### src/rtl/x_count_pkg.sv
// Shared definitions for the x-count detector: state encoding and the
// count-register width helper.
package x_count_pkg;

  typedef enum logic [1:0] {
    IDLE  = 2'd0,
    COUNT = 2'd1,
    DONE  = 2'd2
  } state_t;

  function automatic int cnt_width(input int target);
    return (target <= 2) ? 1 : $clog2(target);
  endfunction

endpackage

### src/rtl/x_count_detect_sat_counter.sv
// Saturating event counter with a sticky overflow flag; clr wins over inc.
module sat_counter #(
  parameter int W = 8
) (
  input  logic         clk,
  input  logic         rst,
  input  logic         inc,
  input  logic         clr,
  output logic [W-1:0] q,
  output logic         ovf
);

  localparam logic [W-1:0] Q_MAX = '1;

  function automatic logic [W-1:0] sat_inc(input logic [W-1:0] v);
    return (v == Q_MAX) ? v : v + W'(1);
  endfunction

  always_ff @(posedge clk or negedge rst) begin
    if (!rst) begin
      q   <= '0;
      ovf <= 1'b0;
    end else if (clr) begin
      q   <= '0;
      ovf <= 1'b0;
    end else if (inc) begin
      q <= sat_inc(q);
      if (q == Q_MAX) ovf <= 1'b1;
    end
  end

endmodule

### src/rtl/x_count_detect.sv
// Counts accepted x=1 samples and flags a detection (Mealy y, registered
// done) every TARGET of them; detections are tallied in a saturating counter.
module x_count_detect
  import x_count_pkg::*;
#(
  parameter  int TARGET    = 3,
  parameter  int HOLD_ZERO = 1,
  parameter  int HIT_W     = 8,
  localparam int CW        = cnt_width(TARGET)
) (
  input  logic             clk,
  input  logic             rst,
  input  logic             en,
  input  logic             clr,
  input  logic             x,
  output logic             y,
  output logic             done,
  output logic [1:0]       state,
  output logic [CW-1:0]    cnt,
  output logic [HIT_W-1:0] hits,
  output logic             hit_ovf
);

  localparam logic [CW-1:0] CNT_ONE  = CW'(1);
  localparam logic [CW-1:0] CNT_LAST = CW'(TARGET - 1);

  state_t        state_q, state_nxt;
  logic [CW-1:0] cnt_q, cnt_nxt;

  always_comb begin
    state_nxt = state_q;
    cnt_nxt   = cnt_q;
    y         = 1'b0;
    if (clr) begin
      state_nxt = IDLE;
      cnt_nxt   = '0;
    end else if (!(state_q inside {IDLE, COUNT, DONE})) begin
      // Unused encoding recovers to IDLE even while sampling is disabled
      state_nxt = IDLE;
      cnt_nxt   = '0;
    end else if (en) begin
      case (state_q)
        IDLE: begin
          cnt_nxt = x ? CNT_ONE : '0;
          if (x) state_nxt = COUNT;
        end
        COUNT: begin
          if (x) begin
            if (cnt_q == CNT_LAST) begin
              y         = 1'b1;
              state_nxt = DONE;
              cnt_nxt   = '0;
            end else begin
              cnt_nxt = cnt_q + CNT_ONE;
            end
          end else if (HOLD_ZERO == 0) begin
            state_nxt = IDLE;
            cnt_nxt   = '0;
          end
        end
        DONE: begin
          // A 1 here already counts toward the next detection
          state_nxt = x ? COUNT : IDLE;
          cnt_nxt   = x ? CNT_ONE : '0;
        end
        default: begin
          state_nxt = IDLE;
          cnt_nxt   = '0;
        end
      endcase
    end
  end

  always_ff @(posedge clk or negedge rst) begin
    if (!rst) begin
      state_q <= IDLE;
      cnt_q   <= '0;
    end else begin
      state_q <= state_nxt;
      cnt_q   <= cnt_nxt;
    end
  end

  assign state = state_q;
  assign cnt   = cnt_q;
  assign done  = (state_q == DONE);

  sat_counter #(
    .W (HIT_W)
  ) u_hits (
    .clk (clk),
    .rst (rst),
    .inc (y),
    .clr (clr),
    .q   (hits),
    .ovf (hit_ovf)
  );

endmodule

### config.mk
export PLATFORM = sky130hd
export DESIGN_NAME = x_count_detect
export DESIGN_NICKNAME = d
export VERILOG_FILES = /design/src/rtl/x_count_pkg.sv /design/src/rtl/x_count_detect_sat_counter.sv /design/src/rtl/x_count_detect.sv
export SDC_FILE = /design/constraint.sdc
export NUM_CORES = 1
export LEC_CHECK = 0
export CORE_MARGIN = 2
export CORE_UTILIZATION = 53
export DETAILED_ROUTE_END_ITERATION = 10
export DONT_BUFFER_PORTS = 1
export GPL_ROUTABILITY_DRIVEN = 1
export GPL_TIMING_DRIVEN = 0
export PLACE_DENSITY_LB_ADDON = 0.2
export SYNTH_ARGS = -nofsm -noshare
export SYNTH_HDL_FRONTEND = slang
export SYNTH_SLANG_ARGS = --single-unit
### constraint.sdc
create_clock -name clk -period 1.7 [get_ports clk]
set_clock_uncertainty 0.1 [all_clocks]
set_input_delay 0.34 -clock clk [delete_from_list [all_inputs] [get_ports clk]]
set_output_delay 0.34 -clock clk [all_outputs]
set_load 0.01 [all_outputs]
### After elaboration in Yosys (flattened, before gate mapping)

Cells that the tools add are included.
Widths: inputs -> output; s select.

* output and inout bits: 15
* bits in registers: 13
* word-level logic and storage cells: 50

* muxes and demuxes: 26
* eq/ne operators: 9
* add/subtract/negate cells: 2
* reduce and logical (&&, ||, !) cells: 9

Operator list (count)
* $mux 8: 3
* $mux 2: 11
* $mux 1: 10
* $add 8x1->8 const B: 1
* $eq 8x8->1 const B: 1
* $ne 4x4->1 const B: 2
* $pmux 2 s3: 1
* $reduce_and 2->1: 3
* $eq 2x2->1 const B: 2
* $ne 4x3->1 const B: 1
* $pmux 2 s2: 1
* $reduce_and 4->1: 1
* $reduce_bool 2->1: 2
* $ne 3x3->1 const B: 1
* $reduce_bool 3->1: 1
* $add 2x1->2 const B: 1
* $eq 2x1->1 const B: 1
* $logic_not 2->1: 1
* $ne 2x2->1 const B: 1
* $reduce_or 2->1: 1

### Depth between registers and ports, before layout

Gate-level depths: netlist of run 1.

* depth after elaboration: 9
* mapped depth: 6
* depth with buffers taken out: 5

### Cells and area by module

A second synthesis of run 1 with hierarchy kept.

* cells, all modules: 73
* area, all modules: 760.7 um^2

Modules (own cells, without submodules)
* sat_counter: times used 1, seq. area each 225.2 um^2, area each 524.3 um^2, cells each 51
* x_count_detect: times used 1, seq. area each 100.1 um^2, area each 236.5 um^2, cells each 22

### Worst setup path before layout of run 1

No wires, ideal clock.

* path kind: register -> register
* start: register u_hits.q[0]
* end: register u_hits.q[5]
* setup slack: 56 ps
* stages on the path, launching flop included: 7
* arrival: 1466 ps
* path buffers: 1
* library setup time: 78 ps
* data required time: 1522 ps
* path through: dfrtp_1 ha_1 nand3_2 o211ai_4 buf_6 or3_1 a21oi_1

* word-level cells in the longest chain between the ends: 4

RTL lines
* start: declaration: RTL line x_count_detect_sat_counter.sv:9 `output logic [W-1:0] q,`
* start signal: assignment: RTL line x_count_detect_sat_counter.sv:27 `q <= sat_inc(q);`
* $add 8x1->8: RTL line x_count_detect_sat_counter.sv:16 `return (v == Q_MAX) ? v : v + W'(1);`
* $mux 8: RTL line x_count_detect_sat_counter.sv:16
* $mux 8: RTL line x_count_detect_sat_counter.sv:26 `end else if (inc) begin`
* $mux 8: RTL line x_count_detect_sat_counter.sv:23 `end else if (clr) begin`

Parallel ways exist; a longest one is shown, timed or not. The select of a mux whose other input is x is not followed.
A chain may end at the register's enable or synchronous reset.

### Worst setup path after layout of run 1

* start: register cnt_q[0], in the netlist cnt[0]
* end: output port y

* word-level cells in the longest chain between the ends: 7

RTL lines
* start: declaration: RTL line x_count_detect.sv:28 `logic [CW-1:0] cnt_q, cnt_nxt;`
* start signal: assignment: RTL line x_count_detect.sv:80 `cnt_q <= cnt_nxt;`
* $eq 2x2->1: RTL line x_count_detect.sv:49 `if (cnt_q == CNT_LAST) begin`
* $mux 1: RTL line x_count_detect.sv:49
* $mux 1: RTL line x_count_detect.sv:48 `if (x) begin`
* $mux 1: RTL line x_count_detect.sv:42 `case (state_q)`
* $mux 1: RTL line x_count_detect.sv:41 `end else if (en) begin`
* $mux 1: RTL line x_count_detect.sv:37 `end else if (!(state_q inside {IDLE, COUNT, DONE})) begin`
* $mux 1: RTL line x_count_detect.sv:34 `if (clr) begin`
* end: declaration: RTL line x_count_detect.sv:16 `output logic y,`

Every way passes these cells.

==> impl_metrics.py, run 1 <==
metrics = {
    "global_route": {
        "grt_max_degree": 14,
        "grt.total_usage_pct": 20.5,
        "first_global_vias": 509,
        "grt_first_pass_wirelength_um": 2150,
        "gr-total-overflow": 0,
        "antenna_found_initial": 0,
    },
    "drt": {
        "wire_per_inst_um": 15.4,
        "first_pass_iters": 4,
        "drtAntennaViolNets": 0,
        "wl_met1_um": 646,
        "wl_met2_um": 775,
        "top_layer": "met4",
        "wirelength_um": 1520,
        "first_iter_violations": 8,
        "post-route-drc-count": 0,
        "num_vias": 586,
        "wl_met3_um": 86,
        "viasPerCell": 5.92,
    },
    "synthesis": {
        "synth_mux_area_share_pct": 1.41,
        "synth_fa_ha_area_share_pct": 1.76,
        "netlist_instances": 75,
        "synth-compound-area-share_pct": 16.2,
        "yosys_warnings": 0,
        "ys_ff_latch": 13,
        "synth_area_leaders": "dfrtp_1 46%, or3_1 4.4%, a21oi_1 4.2%, nand2_1 4.2%, nor2_1 4.2%",
        "netlist_area_um2": 709,
        "synth-edff-count": 0,
        "yosys.area.top_type": "dfrtp_1",
        "synth_top_family_by_area": "simple AND/OR/NAND/NOR gates",
        "synth_flop_cell": "dfrtp_1",
        "avgSynthCellArea_um2": 9.46,
        "async_reset_ff_share_pct": 100,
        "synth_nets": 81,
        "yosys.area.top_type_share_pct": 45.9,
        "synth-simple-area-share_pct": 30.3,
        "synth_xor_xnor_area_share_pct": 1.23,
        "ys_types": 30,
        "yosysSeqAreaShare_pct": 45.9,
    },
    "clock_network": {
        "cts_buffer_depth": 2,
        "numCtsBuffers": 3,
        "cts-htree-levels": 1,
        "insertion_delay_ns": 0.28,
        "cts_tree": "done",
        "clkSlewWorstSetupHoldPaths_ns": 0.08,
        "cts_num_sinks": 13,
        "cts-root-buf": "clkbuf_4",
    },
    "die": {
        "pin_count": 20,
        "die_w_um": 40.6,
        "die_y_um": 40.6,
        "core-area_um2": 1270,
        "rows": 13,
        "start_util_pct": 55.9,
        "die_area_um2": 1650,
    },
    "layout": {
        "nets": 91,
        "instances_no_fill": 99,
        "drive_above_1_share_pct": 32.1,
        "area_delta_synth_final_pct": 21.3,
        "diodes": 0,
        "fillers": 103,
        "final_util_pct": 67.9,
        "mostFrequentLayoutCells": "7 x nor2_1, 7 x dfrtp_1, 6 x nand2_1, 6 x dfrtp_2, 5 x o21ai_0",
    },
    "timing": {
        "slew_violations": 0,
        "tightest_slew_ns": 0.566,
        "setup_viol": 1,
        "rsz0062_at_grt": "yes",
        "fmaxAchievable_ghz": 0.580,
        "finalHoldViolations": 0,
        "layout_setup_ws_ns": -0.0230,
        "relSlewSlack_pct": 62.3,
        "fin_crit_sh_pct": 101,
        "fin_setup_tns_ns": -0.0230,
        "fin_crit_ns": 1.72,
    },
    "critical_path": {
        "critical_path.slowest_cell": "dfrtp_2",
        "cp-end-kind": "output port",
        "path_max_fanout": 6,
        "cp-start-kind": "flip-flop",
        "reg2reg_from": "cnt[0]$_DFFE_PN0P_",
        "cp_slowest_stage_delay_ns": 0.46,
        "critPathArrivalTime_ns": 1.28,
        "cp.required_ns": 1.26,
        "reg2regPathDepth": 5,
        "regToRegSetupSlack_ns": 0.01,
        "crit_chain": "and4b_2, nand2_4, nor2_4",
        "critPathKind": "flip-flop to output port",
        "crit_start": "cnt[0]$_DFFE_PN0P_",
        "r2r_end": "u_hits.q[5]$_DFFE_PN0P_",
    },
    "placement": {
        "globalplace.congestion": 0.717,
        "dp_slack_ns": -0.0688,
        "dp.cells": 90,
        "portBuffers": 0,
        "dpl.hpwl_um": 1000,
    },
    "worst_hold_path": {
        "min_path_type": "input port to flip-flop",
        "whs_endpoint": "u_hits.q[6]$_DFFE_PN0P_",
        "hp-start": "clr",
        "min_path_cells": 1,
    },
    "pwr": {
        "peakVddDrop_mv": 0.391,
        "p_per_area_nw_per_um2": 638,
        "leakagePower_nw": 0.333,
    },
    "status": {
        "status": "finished with violations",
        "violations": "negative setup slack",
    },
    "flow_run": {
        "max-cap-violations": 0,
    },
}
power breakdown:
part	internal (mW)	switching (mW)	total (mW)
combinational	0.0130	0.0212	0.0341
clock	0.0910	0.100	0.191
sequential	0.314	0.0102	0.324
cell type report:
| type | count | area, um^2 | area share, % |
|---|---|---|---|
| flip-flops and latches | 13 | 333 | 38.7 |
| repair buffers | 5 | 40.0 | 4.65 |
| plain buffers | 2 | 15.0 | 1.74 |
| clock buffers | 4 | 26.3 | 3.05 |
| inverters | 2 | 7.51 | 0.872 |
| well taps | 15 | 18.8 | 2.18 |
| multi-input cells | 58 | 420 | 48.8 |
worst max path at each step:
stage / endpoint / slack (ns) / depth (start not counted)
floorplan: u_hits.q[5]$_DFFE_PN0P_ / 0.06 / 6
global placement: u_hits.q[5]$_DFFE_PN0P_ / -0.02 / 6
detailed placement: u_hits.q[5]$_DFFE_PN0P_ / -0.07 / 6
CTS: y / -0.04 / 3
global route: y / -0.06 / 3
finish: y / -0.02 / 3
per-layer routing:
metal,up-vias,GRT usage (%)
met1,279,25.5
met5,-,0
li1,290,-
met2,15,31.0
met3,2,8.89
met4,0,7.50
critical path, delay by kind of cell, from the launching register on:
| family | cells | cell delay [ns] |
|---|---|---|
| flip-flops | 1 | 0.46 |
| AND/OR/NAND/NOR | 3 | 0.55 |
cells in the mapped netlist (all sizes together) (2+ instances only):
cell    count
a21oi       6
dfrtp      13
inv         2
nand2       8
nand2b      3
nand3       2
nor2        8
nor2b       3
nor4        2
o21ai       6
or3         5
through the flow:
| step | hold WS (ns) | total power [mW] | cell area, um^2 |
|---|---|---|---|
| detailed placement | -0.0553 | 0.354 | 728 |
| floorplan | -0.0556 | 0.349 | 709 |
| global route | 0.00414 | 0.576 | 861 |
| CTS | 0.0211 | 0.551 | 812 |
| global placement | -0.0553 | 0.354 | 728 |
| finish | 0.0165 | 0.549 | 861 |
timing repair:
| item | CTS | global route |
|---|---|---|
| cloned | 0 | 1 |
| hold buffers | 1 | 0 |
| endpoints found under the hold margin | 13 | 0 |
| setup endpoints to repair | 5 | 6 |
| gates resized for setup | 8 | 12 |
| setup buffers | 2 | 1 |
| pin swaps | 3 | 6 |
cells by family after synthesis:
kind of cell	count (synthesis)
compound gates	17
xor+xnor	1
fa+ha+maj	1
buf+inv	4
flops	13
mux	1
simple gates	38
registers in the layout (all words and copies together) (netlist names):
name and flops:
cnt 2, state 2, u_hits.ovf 1, u_hits.q 8
No activity file was read; power rests on OpenSTA's default activity.
==> inputs of run 2 (changes only) <==
--- a/config.mk
+++ b/config.mk
@@ -5,7 +5,7 @@
 export SDC_FILE = /design/constraint.sdc
 export NUM_CORES = 1
 export LEC_CHECK = 0
-export CORE_MARGIN = 2
+export CORE_MARGIN = 1.5
 export CORE_UTILIZATION = 53
 export DETAILED_ROUTE_END_ITERATION = 10
 export DONT_BUFFER_PORTS = 1
==> impl_metrics.py, run 2 (synthesis results as in run 1) <==
metrics = {
    "worst_hold_path": {
        "hp-start": "clr",
        "whs_endpoint": "u_hits.q[6]$_DFFE_PN0P_",
        "min_path_type": "input port to flip-flop",
        "min_path_cells": 1,
    },
    "timing": {
        "fin_setup_tns_ns": -0.0764,
        "fin_crit_sh_pct": 103,
        "fmaxAchievable_ghz": 0.569,
        "slew_violations": 0,
        "fin_crit_ns": 1.76,
        "setup_viol": 2,
        "finalHoldViolations": 0,
        "tightest_slew_ns": 0.590,
        "layout_setup_ws_ns": -0.0564,
        "rsz0062_at_grt": "yes",
        "relSlewSlack_pct": 60.6,
    },
    "layout": {
        "nets": 91,
        "largest_reg_flops": 8,
        "mostFrequentLayoutCell": "dfrtp_1",
        "multiInputGateArea_um2": 422,
        "mostFrequentLayoutCells": "8 x dfrtp_1, 7 x nor2_1, 6 x nand2_1",
        "regArea_um2": 332,
        "regMostFlops": "u_hits.q",
        "instances_no_fill": 99,
        "drive_above_1_share_pct": 31.0,
        "diodes": 0,
        "final_util_pct": 68.1,
        "design_area_um2": 865,
        "fillers": 100,
        "area_delta_synth_final_pct": 21.9,
    },
    "clock_network": {
        "cts_num_sinks": 13,
        "cts-root-buf": "clkbuf_4",
        "numCtsBuffers": 3,
        "clkSlewWorstSetupHoldPaths_ns": 0.08,
        "cts_tree": "done",
        "cts-htree-levels": 1,
        "insertion_delay_ns": 0.28,
        "cts_buffer_depth": 2,
    },
    "critical_path": {
        "reg2regPathDepth": 5,
        "cp_slowest_stage_delay_ns": 0.46,
        "crit_chain": "and4b_2, nand2_4, nor2_4",
        "path_max_fanout": 6,
        "critPathArrivalTime_ns": 1.32,
        "critPathKind": "flip-flop to output port",
        "r2r_end": "u_hits.q[4]$_DFFE_PN0P_",
        "cp-start-kind": "flip-flop",
        "regToRegSetupSlack_ns": -0.02,
        "cp-end-kind": "output port",
        "cp.required_ns": 1.26,
        "critical_path.slowest_cell": "dfrtp_2",
        "reg2reg_from": "cnt[0]$_DFFE_PN0P_",
    },
    "die": {
        "die_y_um": 39.6,
        "die_area_um2": 1570,
        "rows": 13,
        "start_util_pct": 55.9,
        "pin_count": 20,
        "core-area_um2": 1270,
        "die_w_um": 39.6,
    },
    "drt": {
        "viasPerCell": 6.47,
        "first_iter_violations": 23,
        "post-route-drc-count": 0,
        "num_vias": 641,
        "drtAntennaViolNets": 0,
        "first_pass_iters": 4,
        "wirelength_um": 1730,
        "wire_per_inst_um": 17.4,
    },
    "placement": {
        "dpl_cell_area_um2": 728,
        "dp.cells": 90,
        "dp_slack_ns": -0.0471,
        "dpl.hpwl_um": 1070,
        "portBuffers": 0,
        "globalplace.congestion": 0.713,
    },
    "pwr": {
        "leakagePower_nw": 0.335,
        "peakVddDrop_mv": 0.459,
        "p_per_area_nw_per_um2": 647,
    },
    "global_route": {
        "antenna_found_initial": 0,
        "grt_first_pass_wirelength_um": 2360,
        "gr-total-overflow": 0,
        "grt.total_usage_pct": 23.4,
        "first_global_vias": 583,
        "grt_max_degree": 14,
    },
    "status": {
        "violations": "negative setup slack",
        "status": "finished with violations",
    },
    "flow_run": {
        "max-cap-violations": 0,
    },
}
## run 2: power by group
| part | internal (mW) | leakage [nW] | total, mW | switching, mW |
|---|---|---|---|---|
| Combinational | 0.0130 | 0.148 | 0.0359 | 0.0229 |
| Sequential | 0.314 | 0.172 | 0.325 | 0.0112 |
| Clock | 0.0911 | 0.0150 | 0.198 | 0.107 |
| Total | 0.418 | 0.335 | 0.559 | 0.141 |
## run 2: metal layers
layer	GRT usage (%)	routed length (um)
met4	12.9	40
met1	26.2	659
met5	0	0
met2	38.5	913
met3	7.39	111
## run 2: area by class of cell
cell class | count | share of cell area (%)
multi-input combinational | 58 | 48.8
tap | 15 | 2.17
timing repair buffer | 5 | 5.07
sequential | 13 | 38.4
inverter | 2 | 0.868
clock buffer | 4 | 3.04
buffer | 2 | 1.74
## run 2: timing repair
action / in CTS / in global routing
gates resized for setup: 6 / 14
setup buffers: 2 / 1
hold buffers: 1 / 0
endpoints found under the hold margin: 13 / 0
endpoints found under the setup margin: 5 / 9
gates cloned: 0 / 1
pin swaps: 2 / 6
## run 2: worst max-delay path by stage
stage	startpoint	slack [ns]	end	cells past startpoint
3_5_place_dp	u_hits.q[0]$_DFFE_PN0P_	-0.05	u_hits.q[4]$_DFFE_PN0P_	6
3_3_place_gp	u_hits.q[0]$_DFFE_PN0P_	-0.02	u_hits.q[5]$_DFFE_PN0P_	6
6_report	cnt[0]$_DFFE_PN0P_	-0.06	y	3
2_1_floorplan	u_hits.q[0]$_DFFE_PN0P_	0.06	u_hits.q[5]$_DFFE_PN0P_	6
5_1_grt	cnt[0]$_DFFE_PN0P_	-0.08	y	3
4_1_cts	cnt[0]$_DFFE_PN0P_	-0.05	y	3
## run 2: per-stage QoR
stage          hold slack, ns  total power [mW]
5_1_grt                0.0165             0.581
6_report               0.0212             0.559
4_1_cts                0.0191             0.559
3_5_place_dp          -0.0553             0.355
3_3_place_gp          -0.0553             0.354
2_1_floorplan         -0.0556             0.349
## run 2: critical path: cells and delay by family (launching register included)
family | cells | cell delay, ns
flip-flops | 1 | 0.46
AND/OR/NAND/NOR | 3 | 0.58
==> inputs of run 3 (changes only) <==
--- a/config.mk
+++ b/config.mk
@@ -5,13 +5,15 @@
 export SDC_FILE = /design/constraint.sdc
 export NUM_CORES = 1
 export LEC_CHECK = 0
+export BUFFER_PORTS_ARGS = -buffer_cell sky130_fd_sc_hd__buf_2
 export CORE_MARGIN = 1.5
-export CORE_UTILIZATION = 53
+export CORE_UTILIZATION = 47
+export CTS_BUF_LIST = sky130_fd_sc_hd__clkbuf_8
 export DETAILED_ROUTE_END_ITERATION = 10
-export DONT_BUFFER_PORTS = 1
 export GPL_ROUTABILITY_DRIVEN = 1
 export GPL_TIMING_DRIVEN = 0
 export PLACE_DENSITY_LB_ADDON = 0.2
+export SLEW_MARGIN = 20
 export SYNTH_ARGS = -nofsm -noshare
 export SYNTH_HDL_FRONTEND = slang
 export SYNTH_SLANG_ARGS = --single-unit
==> impl_metrics.py, run 3 (synthesis results as in run 1) <==
metrics = {
    "status": {
        "status": "complete, no violations",
    },
    "drt": {
        "viasPerCell": 5.52,
        "first_iter_violations": 4,
        "first_pass_iters": 4,
        "wire_per_inst_um": 13.5,
        "drtAntennaViolNets": 0,
        "post-route-drc-count": 0,
        "num_vias": 657,
        "wirelength_um": 1610,
    },
    "critical_path": {
        "cp-start-kind": "flip-flop",
        "cp-end-kind": "output port",
        "critPathKind": "flip-flop to output port",
        "path_max_fanout": 3,
        "cp.required_ns": 1.26,
        "critPathArrivalTime_ns": 1.23,
    },
    "layout": {
        "regArea_um2": 327,
        "diodes": 0,
        "drive_above_1_share_pct": 35.6,
        "instances_no_fill": 119,
        "largest_reg_flops": 8,
        "area_delta_synth_final_pct": 33.9,
        "mostFrequentLayoutCells": "19 x buf_2, 12 x dfrtp_1, 8 x nor2_1",
        "mostFrequentLayoutCell": "buf_2",
        "fillers": 118,
        "multiInputGateArea_um2": 394,
        "nets": 111,
        "regMostFlops": "u_hits.q",
    },
    "timing": {
        "fin_crit_ns": 1.67,
        "fmaxAchievable_ghz": 0.599,
        "finalHoldViolations": 0,
        "slew_violations": 0,
        "setup_viol": 0,
        "rsz0062_at_grt": "yes",
        "relSlewSlack_pct": 64.2,
        "fin_crit_sh_pct": 98.1,
        "tightest_slew_ns": 0.537,
    },
    "global_route": {
        "grt_first_pass_wirelength_um": 2500,
        "antenna_found_initial": 0,
        "first_global_vias": 570,
        "use_met1_pct": 23.9,
        "gr-total-overflow": 0,
        "use_met2_pct": 30.6,
        "met3_usage_pct": 5.22,
        "grt_most_used_layer": "met2",
        "grt_max_degree": 14,
        "grt.total_usage_pct": 19.0,
    },
    "pwr": {
        "peakVddDrop_mv": 0.497,
        "total_power_mw": 0.644,
        "p_per_area_nw_per_um2": 678,
        "leakagePower_nw": 0.443,
    },
    "clock_network": {
        "cts_buffer_depth": 2,
        "cts-root-buf": "clkbuf_8",
        "numCtsBuffers": 3,
        "insertion_delay_ns": 0.24,
        "cts_num_sinks": 13,
        "cts_tree": "done",
        "clkSlewWorstSetupHoldPaths_ns": 0.05,
        "cts-htree-levels": 1,
    },
    "placement": {
        "dpl.hpwl_um": 1100,
        "portBuffers": 19,
        "dp.cells": 109,
        "globalplace.congestion": 0.733,
    },
    "die": {
        "pin_count": 20,
        "core-area_um2": 1350,
        "die_w_um": 41.9,
        "die_y_um": 41.9,
        "rows": 13,
        "start_util_pct": 52.5,
        "die_area_um2": 1750,
    },
    "worst_hold_path": {
        "min_path_type": "input port to flip-flop",
    },
    "flow_run": {
        "max-cap-violations": 0,
    },
}
## run 3: cell count changes in the layout (fill, tap and decap cells not counted), sizes merged
cell    previous run  this run
buf                5        25
clkbuf             5         4
inv                2         3
## run 3: routing by layer
layer  wire [um]  vias up
met5           0        -
met4          19        0
met3          72        4
met2         752       15
met1         766      308
li1            -      330
## run 3: per-stage QoR
stage | TNS (ns) | setup WS (ns) | util [%] | hold slack, ns | cell area [um^2]
global placement | 0 | 0.0284 | 61.0 | 0.140 | 823
CTS | 0 | 0.00224 | 66.2 | 0.275 | 893
floorplan | 0 | 0.0559 | - | -0.0556 | 709
finish | 0 | 0.0317 | 70.3 | 0.271 | 950
global route | -0.0222 | -0.0222 | 70.3 | 0.279 | 950
detailed placement | -0.0217 | -0.0217 | 61.0 | 0.141 | 823
## run 3: where the power goes
group          switching [mW]  internal (mW)
Clock                   0.106          0.159
Sequential            0.00557          0.315
Combinational          0.0330         0.0253
## run 3: critical path, stage by stage (launching register included)
cell     delay (ns)
dfrtp_1        0.38
and4b_2        0.33
nand2_2        0.07
nor2_1         0.08
buf_2          0.13
## run 3: worst paths after layout
| check | start | cells after the start | to | slack (ns) |
|---|---|---|---|---|
| max | cnt[0]$_DFFE_PN0P_ | 4 | y | 0.03 |
| min | clr | 2 | u_hits.q[6]$_DFFE_PN0P_ | 0.27 |
| max reg2reg | u_hits.q[1]$_DFFE_PN0P_ | 6 | u_hits.q[5]$_DFFE_PN0P_ | 0.06 |
| min reg2reg | u_hits.ovf$_DFFE_PN0P_ | 2 | u_hits.ovf$_DFFE_PN0P_ | 0.41 |
| max in group asynchronous | rst | 2 | state[0]$_DFFE_PN0P_ | 0.83 |
| min in group asynchronous | rst | 2 | u_hits.q[6]$_DFFE_PN0P_ | 0.42 |
## run 3: cell type report
| type | instances | area share, % |
|---|---|---|
| plain buffers | 2 | 1.58 |
| clock buffers | 3 | 4.35 |
| clock inverters | 1 | 0.395 |
| inverters | 2 | 0.791 |
| multi-input cells | 58 | 41.5 |
| flip-flops and latches | 13 | 34.4 |
| well taps | 15 | 1.98 |
| repair buffers | 25 | 15.0 |
## run 3: timing repair
action,CTS,global route
resized for setup,0,7
hold buffers,1,0
endpoints found under the setup margin,2,5
pin swaps,0,1
setup buffers,2,3
hold endpoints to repair,13,0
